## config.mk

```make
export PLATFORM = sky130hd
export DESIGN_NAME = life_next_gen_engine
export DESIGN_NICKNAME = d
export VERILOG_FILES = /design/src/rtl/life_pkg.sv /design/src/rtl/life_neighbour_count.sv /design/src/rtl/life_next_gen_engine.sv
export SDC_FILE = /design/constraint.sdc
export NUM_CORES = 2
export LEC_CHECK = 0
export ABC_AREA = 1
export CAP_MARGIN = 15
export CORE_MARGIN = 2
export CORE_UTILIZATION = 25
export DETAILED_ROUTE_END_ITERATION = 8
export PLACE_DENSITY_LB_ADDON = 0.12
export SYNTH_ARGS = -nofsm -noshare
export SYNTH_HDL_FRONTEND = slang
export SYNTH_HIERARCHICAL = 1
export SYNTH_SLANG_ARGS = --single-unit
```

## constraint.sdc

```tcl
create_clock -name clk -period 17.4 [get_ports clk]
set_input_delay 3.48 -clock clk [delete_from_list [all_inputs] [get_ports clk]]
set_output_delay 3.48 -clock clk [all_outputs]
set_load 0.03 [all_outputs]
```

## src/rtl/life_pkg.sv

```systemverilog
// Shared Game-of-Life constants, FSM encoding and the B3/S23 rule.
// The VGA cell-lookup stage imports the same board geometry so both ends agree on indexing.
package life_pkg;

   localparam int ROWS  = 16;
   localparam int COLS  = 16;
   localparam int CELLS = ROWS * COLS;
   localparam int IDX_W = $clog2(CELLS);
   localparam int ROW_W = $clog2(ROWS);
   localparam int COL_W = $clog2(COLS);
   localparam int GEN_W = 16;

   localparam logic [3:0] BIRTH_N   = 4'd3;
   localparam logic [3:0] SURVIVE_N = 4'd2;

   typedef enum logic [1:0] {
      IDLE   = 2'd0,
      SCAN   = 2'd1,
      COMMIT = 2'd2
   } state_t;

   function automatic logic life_rule(input logic alive, input logic [3:0] n);
      return (n == BIRTH_N) | (alive & (n == SURVIVE_N));
   endfunction

endpackage

```

## src/rtl/life_neighbour_count.sv

```systemverilog
// Combinational live-neighbour count (0..8) for one cell of the committed board.
// WRAP=1 wraps edges toroidally; WRAP=0 treats off-board neighbours as dead.
module life_neighbour_count
   import life_pkg::*;
#(
   parameter int ROWS     = life_pkg::ROWS,
   parameter int COLS     = life_pkg::COLS,
   parameter bit WRAP     = 1'b1,
   localparam int ROW_BITS = $clog2(ROWS),
   localparam int COL_BITS = $clog2(COLS)
)(
   input  logic [ROWS*COLS-1:0] board,
   input  logic [ROW_BITS-1:0]  row,
   input  logic [COL_BITS-1:0]  col,
   output logic [3:0]           n
);

   // Row/col wrap falls out of truncating to the power-of-two field widths.
   always_comb begin
      n = '0;
      for (int dr = -1; dr <= 1; dr++) begin
         for (int dc = -1; dc <= 1; dc++) begin
            int r_i;
            int c_i;
            logic on_board;
            logic [ROW_BITS-1:0] r_w;
            logic [COL_BITS-1:0] c_w;
            r_i      = int'(row) + dr;
            c_i      = int'(col) + dc;
            on_board = (r_i >= 0) && (r_i < ROWS) && (c_i >= 0) && (c_i < COLS);
            r_w      = ROW_BITS'(r_i);
            c_w      = COL_BITS'(c_i);
            if ((dr != 0 || dc != 0) && (WRAP || on_board)) begin
               n = n + 4'(board[{r_w, c_w}]);
            end
         end
      end
   end

endmodule

```

## src/rtl/life_next_gen_engine.sv

```systemverilog
// Game-of-Life generation engine: scans one cell per clock into a shadow board
// and commits the whole generation at once so downstream never sees a partial update.
module life_next_gen_engine
   import life_pkg::*;
#(
   parameter int ROWS  = life_pkg::ROWS,
   parameter int COLS  = life_pkg::COLS,
   parameter bit WRAP  = 1'b1,
   parameter int GEN_W = life_pkg::GEN_W
)(
   input  logic                 clk,
   input  logic                 rst,
   input  logic                 load,
   input  logic [ROWS*COLS-1:0] seed_board,
   input  logic                 step,
   output logic [ROWS*COLS-1:0] board,
   output logic                 busy,
   output logic                 done,
   output logic [GEN_W-1:0]     gen_count
);

   localparam int CELL_CNT = ROWS * COLS;
   localparam int IDX_BITS = $clog2(CELL_CNT);
   localparam int ROW_BITS = $clog2(ROWS);
   localparam int COL_BITS = $clog2(COLS);
   localparam logic [IDX_BITS-1:0] LAST_IDX = IDX_BITS'(CELL_CNT - 1);

   state_t                state;
   state_t                state_nxt;
   logic [IDX_BITS-1:0]   idx;
   logic [CELL_CNT-1:0]   shadow;
   logic [ROW_BITS-1:0]   row;
   logic [COL_BITS-1:0]   col;
   logic [3:0]            n;
   logic                  next_cell;

   assign row = idx[IDX_BITS-1:COL_BITS];
   assign col = idx[COL_BITS-1:0];

   // Neighbours always come from the committed board, never the shadow.
   life_neighbour_count #(
      .ROWS (ROWS),
      .COLS (COLS),
      .WRAP (WRAP)
   ) u_neighbour_count (
      .board (board),
      .row   (row),
      .col   (col),
      .n     (n)
   );

   assign next_cell = life_rule(board[idx], n);

   always_ff @(posedge clk or posedge rst) begin
      if (rst) begin
         state <= IDLE;
      end else begin
         state <= state_nxt;
      end
   end

   // Load overrides everything, including a step in the same cycle.
   always_comb begin
      state_nxt = state;
      case (state)
         IDLE:    if (step) state_nxt = SCAN;
         SCAN:    if (idx == LAST_IDX) state_nxt = COMMIT;
         COMMIT:  state_nxt = IDLE;
         default: state_nxt = IDLE;
      endcase
      if (load) begin
         state_nxt = IDLE;
      end
   end

   always_ff @(posedge clk or posedge rst) begin
      if (rst) begin
         board     <= '0;
         shadow    <= '0;
         idx       <= '0;
         busy      <= 1'b0;
         done      <= 1'b0;
         gen_count <= '0;
      end else begin
         done <= 1'b0;
         if (load) begin
            board     <= seed_board;
            gen_count <= '0;
            busy      <= 1'b0;
            idx       <= '0;
         end else begin
            case (state)
               IDLE: begin
                  if (step) begin
                     idx  <= '0;
                     busy <= 1'b1;
                  end
               end
               SCAN: begin
                  shadow[idx] <= next_cell;
                  idx         <= idx + 1'b1;
               end
               COMMIT: begin
                  board     <= shadow;
                  gen_count <= gen_count + 1'b1;
                  done      <= 1'b1;
                  busy      <= 1'b0;
               end
               default: begin
                  busy <= 1'b0;
               end
            endcase
         end
      end
   end

endmodule

```

==> impl_results.md <==
- Dpl hpwl: 137,000 um
- Cells after Synth: approximately 5,700
- Bufs and invs on worst path: 10
- Skew final: 0.0302 ns
- Leakage power: ~21 nW
- PortBufs: about 530
- Num rows: 140
- Inserted Clock Buffers: 72
- Routed WL per cell: 25.1 um
- Post-Syn Area per Cell: 6.36 sq um
- Slew HR: 0.254
- Largest net degree at the start of global routing: 230
- #FFs+latches synth: 540
- CP peak stage delay: 0.97 ns
- Yosys Warn Count: 6
- Post-synth cell types: 34
- Seq/Total Area, Yosys: 0.370
- Critical Path Slowest Stage Cell: dfrtp_4
- CTS clk-pin slew, worst paths: 0.06 ns
- Initial Util: 0.251
- RSZ-0062 raised after global routing: no
- Worst Hold Class: reg2reg
- Worst Setup Path Type: reg2reg
- Max VDD drop: 0.858 mV
- DR iter-0 viols: between 4,000 and 5,000
- Period minus WS final: 9.41 ns
- DR DRC count: 0
- H-tree level count: 3
- Share of cells above drive strength 1: 0.0496
- First-pass GRT wire length: 287,000 um
- Post-route setup TNS: 0 ns
- IO Count: 534
- Critical path peak fanout: 81
- Pwr dens: roughly 200 mW/mm^2
- Final setup fails: 0
- Synth Area in Simple Gates: 0.444
- CTS Hold Buffers Added: 0
- ANT nets after route: 0
- Synth top cells by count: nand2_1 (2,127), nand3_1 (1,145), inv_1 (644), dfrtp_1 (540), nor2_1 (230)
- Synth Area in Compound Gates: 0.0575
- WP data required: around 18 ns
- DIE WIDTH: 386 um
- Crit. End Element: flip-flop
- Synth top area cells: dfrtp_1 (37%), nand2_1 (22%), nand3_1 (16%), inv_1 (6.6%), o211ai_1 (3.2%)
- TritonCTS sink count: 540
- Worst Path Arrival: 10.03 ns
- Chip height: 386 um
- Most used cell, CP: nand3_1
- Drt pass-1 iters: 6
- Slew Viols, Final: 0
- Share of the synthesized area in the top cell type: 0.370
- Synth Net Count: 6,017
- Yosys top cell by area: dfrtp_1
- CP Launch Type: flip-flop
- Post-CTS setup buffer count: 0
- Final Wtd Congestion: about 0.9
- Gr ovfl total: 0
- Count leader, synth: nand2_1
- Max Cap Viol: 0
- Tot GR Track Use: 0.264
- Initial antenna violation count: 5
- CTS root buffer: clkbuf_16
- Asr flop ratio synth: 1.00
- EDFF count, synth: 0
- Synth Area in XOR/XNOR: 0.00240
- Post-synthesis mux area share: 0
- Final worst path period share: 0.541
- Vias in the first global route: around 39,000
- CTS tree: built
- Placeable core area: roughly 0.15 sq mm
- Clk_lat worst skew: about 0.71 ns
- Least-Margin Pin Slew: 1.12 ns
- Max Freq: 0.106 GHz
- Routed vias: 40,451
- Layout area overhead: 24.8%
- Ys flop type: dfrtp_1
- Largest family of logic cells by synthesized area: simple AND/OR/NAND/NOR gates
- DIE AREA: 0.149 sq mm
- DP Worst Slack: between 8 and 9 ns
- Fillcell total: 16,095
- Layout Nets: 6,308
- Post-synthesis adder-cell area fraction: 0.00630
- Final Total Pwr: 9.20 mW
- CTS max path bufs: 3
- Crit-path leading delay family: buffers and inverters
- Routed wire length: 201,000 um
- Final-report hold violation count: 0
- Final worst slack: 7.99 ns
- Outcome: finished, final reports clean
- Routed vias/inst: 5.05
- Post-Syn Area: between 0.03 and 0.04 sq mm
- CTS resizes: 0
## stage by stage
| stage | hold WS [ns] | cell area, sq um | instances | utilization |
|---|---|---|---|---|
| floorplan | 0.449 | 36500 | 5741 | - |
| global placement | 0.462 | 43100 | 7875 | 0.296 |
| detailed placement | 0.466 | 43100 | 7875 | 0.296 |
| CTS | 0.481 | 45600 | 8003 | 0.313 |
| global route | 0.489 | 45600 | 8003 | 0.313 |
| finish | 0.476 | 45600 | 8005 | 0.313 |
## registers in the layout (all words and copies together) (netlist names)
name and flops:
shadow 256, busy 1, state 2, idx 8
board 256, done 1, gen_count 16
## power by group
group          total (mW)  leakage (nW)  internal [mW]  switching [mW]
clock                1.61          1.21          0.945           0.664
combinational        6.11          13.2           1.11            5.00
sequential           1.48          6.91           1.32           0.162
## area by class of cell
cell class	count	area [sq um]	share of cell area
multi-input combinational	4151	18800	0.412
sequential	540	13500	0.297
timing repair buffer	605	5920	0.130
inverter	662	2500	0.0549
tap	1917	2400	0.0526
clock buffer	105	2140	0.0469
clock inverter	23	330	0.00725
antenna	2	5.00	0.000110
## worst reg2reg max path, stage by stage (launching register included)
cell and delay [ns]:
dfrtp_4 0.97, inv_6 0.40, ha_4 0.59, inv_4 0.57
buf_4 0.75, nand3_1 0.26, nand3_1 0.13, nand3_1 0.10
nand3_1 0.18, nand2_1 0.12, nand2_1 0.08, nand3_1 0.11
nand3_1 0.13, nand2_1 0.07, fa_1 0.50, inv_1 0.05
fa_1 0.53, inv_1 0.04, ha_1 0.20, inv_1 0.07
fa_1 0.41, inv_1 0.06, nor3b_2 0.19, buf_4 0.72
buf_4 0.88, buf_4 0.87, nand3_1 0.22, nand2_1 0.11
## per-layer routing
metal	up-vias	GRT usage	wire, um
li1	18881	-	-
met1	19855	0.355	88700
met2	1447	0.427	93100
met3	268	0.0455	12600
met4	0	0.0889	6890
met5	-	0	0
## logic make-up (layout without fill, tap and decap cells)
| family | after synthesis | count (layout) |
|---|---|---|
| buffers and inverters | 1050 | 1395 |
| AOI/OAI and AO/OA | 320 | 320 |
| and+or+nand+nor | 3805 | 3805 |
| xor gates and xnor gates | 10 | 10 |
| other | 0 | 2 |
| DFF | 540 | 540 |
| adders and majority gates | 16 | 16 |
## placed cells by master, fill, tap and decap left out, drive strengths merged, types with 2 or more instances in the layout
cell type,Yosys,layout
inv,650,655
nand3,1146,1146
buf,204,73
clkdlybuf4s50,0,532
nand2,2128,2128
a21oi,17,17
clkinvlp,0,3
fa,4,4
o21a,2,2
o21ai,117,117
nor2,232,232
clkbuf,184,105
dfrtp,540,540
nor3,214,214
diode,0,2
xor2,5,5
ha,12,12
or2,76,76
clkinv,12,21
o221ai,22,22
bufinv,0,6
xnor2,5,5
nand4,7,7
o211ai,158,158
## path summary, 6_finish.rpt
check,start,slack (ns),endpoint,cells past startpoint
setup / recovery,idx[0],7.99,shadow[162],27
hold / removal,shadow[44],0.48,board[44],2
setup reg to reg,idx[0],7.99,shadow[162],27
hold reg to reg,shadow[44],0.48,board[44],2
max in group asynchronous,rst,10.74,board[42],6
min in group asynchronous,rst,3.17,shadow[158],2
No activity file was read; power rests on OpenSTA's default activity.
